<file path="src/rtl/dct_transpose_buf.sv">
// Ping-pong 8x8 transpose buffer between the row and column passes of a 2-D DCT.
// Rows are written into one bank while columns of the other bank are read out.
module dct_transpose_buf #(
  parameter int OUT_WIDTH = 16,
  parameter int N         = 8
) (
  input  logic                   clk,
  input  logic                   rst,
  input  logic                   in_valid,
  output logic                   in_ready,
  input  logic [N*OUT_WIDTH-1:0] in_data,
  output logic                   out_valid,
  input  logic                   out_ready,
  output logic [N*OUT_WIDTH-1:0] out_data,
  output logic                   out_last
);

  // Handshake: a transfer happens on a rising edge where valid && ready.
  // ready and valid are driven from registers only, so neither side
  // combinationally depends on the other.

  typedef enum logic {
    EMPTY = 1'b0,
    FULL  = 1'b1
  } bank_state_t;

  bank_state_t bank_state [2];
  bank_state_t bank_state_next [2];

  logic [1:0]           full;
  logic                 wbank;
  logic                 rbank;
  logic [2:0]           wrow;
  logic [2:0]           rcol;
  logic                 wr_fire;
  logic                 rd_fire;
  logic                 wr_done;
  logic                 rd_done;
  logic [OUT_WIDTH-1:0] mem [2][N][N];

  assign full      = {bank_state[1] == FULL, bank_state[0] == FULL};
  assign in_ready  = !full[wbank];
  assign out_valid = full[rbank];
  assign out_last  = out_valid && (rcol == 3'(N - 1));

  assign wr_fire = in_valid && in_ready;
  assign rd_fire = out_valid && out_ready;
  assign wr_done = wr_fire && (wrow == 3'(N - 1));
  assign rd_done = rd_fire && (rcol == 3'(N - 1));

  // A write can only complete into an EMPTY bank and a read only out of a
  // FULL one, so a simultaneous set and clear always hit different banks.
  always_comb begin
    bank_state_next[0] = bank_state[0];
    bank_state_next[1] = bank_state[1];
    if (wr_done) bank_state_next[wbank] = FULL;
    if (rd_done) bank_state_next[rbank] = EMPTY;
  end

  always_ff @(posedge clk) begin
    if (rst) begin
      bank_state[0] <= EMPTY;
      bank_state[1] <= EMPTY;
      wbank         <= 1'b0;
      wrow          <= 3'd0;
      rbank         <= 1'b0;
      rcol          <= 3'd0;
    end else begin
      bank_state[0] <= bank_state_next[0];
      bank_state[1] <= bank_state_next[1];
      if (wr_fire) begin
        wrow <= wrow + 3'd1;
        if (wr_done) wbank <= !wbank;
      end
      if (rd_fire) begin
        rcol <= rcol + 3'd1;
        if (rd_done) rbank <= !rbank;
      end
    end
  end

  // Storage is not reset; the bank flags alone decide what is valid.
  always_ff @(posedge clk) begin
    if (!rst && wr_fire) begin
      for (int k = 0; k < N; k++) begin
        mem[wbank][wrow][k] <= in_data[k*OUT_WIDTH +: OUT_WIDTH];
      end
    end
  end

  always_comb begin
    out_data = '0;
    for (int r = 0; r < N; r++) begin
      out_data[r*OUT_WIDTH +: OUT_WIDTH] = mem[rbank][r][rcol];
    end
  end

endmodule

</file>
<file path="config.mk">
export PLATFORM = sky130hd
export DESIGN_NAME = dct_transpose_buf
export DESIGN_NICKNAME = d
export VERILOG_FILES = /design/src/rtl/dct_transpose_buf.sv
export SDC_FILE = /design/constraint.sdc
export NUM_CORES = 2
export LEC_CHECK = 0
export CELL_PAD_IN_SITES_DETAIL_PLACEMENT = 1
export CELL_PAD_IN_SITES_GLOBAL_PLACEMENT = 2
export CORE_ASPECT_RATIO = 0.75
export CORE_MARGIN = 2
export CORE_UTILIZATION = 53
export CTS_BUF_LIST = sky130_fd_sc_hd__clkbuf_4
export DETAILED_ROUTE_END_ITERATION = 12
export PLACE_DENSITY = 0.85
export SYNTH_ARGS = -nofsm -noshare
export SYNTH_HDL_FRONTEND = slang
export SYNTH_SLANG_ARGS = --single-unit
export TNS_END_PERCENT = 1
</file>
<file path="constraint.sdc">
create_clock -name clk -period 24.6 [get_ports clk]
set_clock_uncertainty 0.05 [all_clocks]
set_input_delay 4.92 -clock clk [delete_from_list [all_inputs] [get_ports clk]]
set_output_delay 4.92 -clock clk [all_outputs]
set_load 0.05 [all_outputs]
</file>
==> reports/qor.yml <==
global_routing:
  grt_max_degree: 131
  grt.total_usage: 0.3234
  antenna_found_initial: 29
  overflow: 0
  grt_pass1_wl_um: 381900
  grt_pass1_vias: 52600
setup_path:
  cp.arrival_ps: 7300
  cp_data_required_time_ps: 19630
  critPathCaptureType: "primary output"
  cp_slowest_cell: "a21oi_1"
  crit_type: "reg2out"
  cp_max_fo: 106
  crit_family: "buffers and inverters"
  critPathBufInv: 4
  cpPeakStageDelay_ps: 1080
  cpMostUsedCell: "buf_4"
  path_cells: "buf_4 > buf_4 > buf_12 > mux4_2 > nor2b_1 > a211oi_1 > a21oi_1 > clkdlybuf4s50_1"
  worst_setup_path_start_kind: "flip-flop"
logic_synthesis:
  yosysUniqueCellTypes: 32
  ys_ff_latch: 2059
  muxShareOfSynthArea: 0.1324
  synth_top_family_by_area: "multiplexers"
  ys_warn_count: 0
  syn_inst: 4765
  synthXorXnorAreaFrac: 0.0003023
  syn_nets: 4901
  synth_compound_area_frac: 0.1036
  yosysSeqAreaShare: 0.7102
  syn-cell-area_um2: 86900
  synthAdderAreaFrac: 0.0005759
  avgSynthCellArea_um2: 18.24
  yosys.area_share.simple: 0.02213
detailed_routing:
  viasPerCell: 6.638
  dr.first_iter.drc_count: 6782
  drtAntennaViolNets: 0
  drc: 0
  drt_pre_antenna_iters: 5
  wl_per_cell_um: 35.43
  vias: 50430
  drt-total-wl_um: 269200
status:
  status: "completed"
power_and_ir_drop:
  ir_worst_vdd_mv: 0.05127
  p_leak_nw: 34.23
  p_per_area_nw_per_um2: 71.77
clock_tree:
  cts_inserted_buffers: 493
  clock_path_buffers: 4
  cts_setup_buffers: 0
  tritoncts: "built"
  ctsResizeCount: 0
  cts_max_level: 5
  cts_sinks: 2059
  clock_latency_ps: 1380
  path_clk_slew_ps: 70
  cts_root_buf: "clkbuf_4"
  hold_buffers: 0
place:
  port_buffers: 262
  dpl.hpwl_um: 160300
  place_ws_ps: 13690
  gp_congestion: 0.7755
  numPlacedInstances: 6736
floorplan:
  die_w_um: 471.6
  rows: 128
  die_y_um: 354.7
  start_util: 0.5346
  die_area_um2: 167300
  core-area_um2: 162600
  ios: 263
cells_and_area:
  regArea_um2: 61730
  multi_input_area_um2: 22660
  syn_to_final_growth_pct: 11.10
  drive_gt1_frac: 0.2447
  final_cells: 7597
  nFillCells: 14240
  final_util: 0.5940
  num-nets-final: 5222
sta:
  rsz0062_at_grt: "false"
  hold_violations: 0
  whs_ps: 477.6
  finalSetupViolCount: 0
  worst_pin_slew_ps: 1384
  relSlewSlack: 0.07707
  min_period_over_period: 0.4987
  finalCriticalPeriod_ps: 12270
  max_freq_mhz: 81.52
  fin_setup_tns_ps: 0
  slew_violations: 0
  worst_slack_ps: 12330
run:
  maxCapViolCount: 0
hold_path:
  hp-class: "reg2reg"
## logic make-up (layout without fill, tap and decap cells)
kind of cell / Yosys count / in the layout
xor+xnor: 3 / 3
simple gates: 346 / 346
flops: 2059 / 2059
fa+ha+maj: 4 / 4
buf+inv: 542 / 1212
other cells: 0 / 17
compound gates: 1222 / 1222
mux: 589 / 589
## worst register-to-register path, cell delays in order, from the launching register on
cell,delay [ps]
dfxtp_1,310
buf_4,380
mux2_4,460
nor4_4,280
buf_4,460
nor2b_4,290
buf_4,790
buf_4,930
## state kept, by name (all words and copies together) (netlist names), named ones only
| register | flops |
|---|---|
| bank_state | 2 |
| mem | 2048 |
| rbank | 1 |
| rcol | 3 |
| wbank | 1 |
| wrow | 3 |
## cell usage after synthesis, drive strengths merged
cell type	n	area, um^2
nand2	114	427.9
a21oi	52	260.3
a31oi	1	6.260
nor2b	164	1026
inv	3	11.26
mux2	2	26.27
nand3	21	105.1
o22ai	35	219.0
nor2	21	78.83
a41o	1	10.01
a21o	896	6726
a211oi	23	172.7
and2	12	75.07
a22oi	214	1607
or2	2	15.02
clkinv	1	3.750
nand2b	4	25.02
dfxtp	11	220.2
clkbuf	219	822.0
edfxtp	2048	61500
xor2	3	26.28
ha	4	50.05
mux2i	139	1391
buf	319	1841
mux4	448	10090
nor4	8	170.2
## path summary, 6_finish.rpt
kind / startpoint / endpoint / slack (ps) / cells after the start
setup / recovery: flip-flop / out_data[28] / 12330 / 8
setup reg to reg: wbank / mem[0][963] / 20130 / 7
hold reg to reg: rbank / rbank / 480 / 2
hold / removal: rbank / rbank / 480 / 2
## power by group
part | leakage, nW | switching (mW) | internal (mW) | total, mW
registers | 18.6 | 0.00658 | 3.89 | 3.90
clock network | 3.54 | 1.38 | 1.34 | 2.71
logic | 12.1 | 0.217 | 0.100 | 0.317
total | 34.2 | 1.60 | 5.33 | 6.93
## final cells by class
class | instances | share of cell area
sequential | 2059 | 0.6394
clock inverter | 131 | 0.005896
antenna | 17 | 0.0004406
inverter | 4 | 0.0001685
clock buffer | 713 | 0.05544
tap | 2145 | 0.02780
timing repair buffer | 364 | 0.03621
multi-input combinational | 2164 | 0.2347
## metrics by stage
| stage | power [mW] | instance area (um^2) |
|---|---|---|
| after global placement | 4.267 | 90590 |
| after global routing | 7.146 | 96530 |
| after CTS | 6.962 | 96510 |
| final | 6.929 | 96560 |
| after detailed placement | 4.286 | 90590 |
| after floorplan | 4.155 | 86900 |
## layout by cell type, fill, tap and decap left out, types with 3 or more instances in the layout
master              n
a21o_1            896
nand3_1            21
and2_4              9
dfxtp_4             4
nor2b_4            11
buf_4              93
nand2_1           113
a21oi_1            52
nand2b_1            3
nor2_4              3
xor2_1              3
nor2b_1           151
clkbuf_4          713
a22oi_1           214
o22ai_1            35
nor4_4              8
clkinv_2           11
clkdlybuf4s50_1   261
edfxtp_1         2048
dfxtp_1             7
diode_2            17
mux4_2            448
a211oi_1           23
inv_2               4
mux2i_1           139
nor2_1             17
clkinv_1          113
ha_1                4
buf_12              9
## layer usage
layer / vias up / wire length [um] / global-route usage
met5: - / 69 / 0
met4: 12 / 10640 / 0.1285
met3: 538 / 29700 / 0.07100
met2: 3144 / 125700 / 0.4975
met1: 26580 / 103000 / 0.4550
li1: 20160 / - / -
Power figures use the tool's default switching activity.
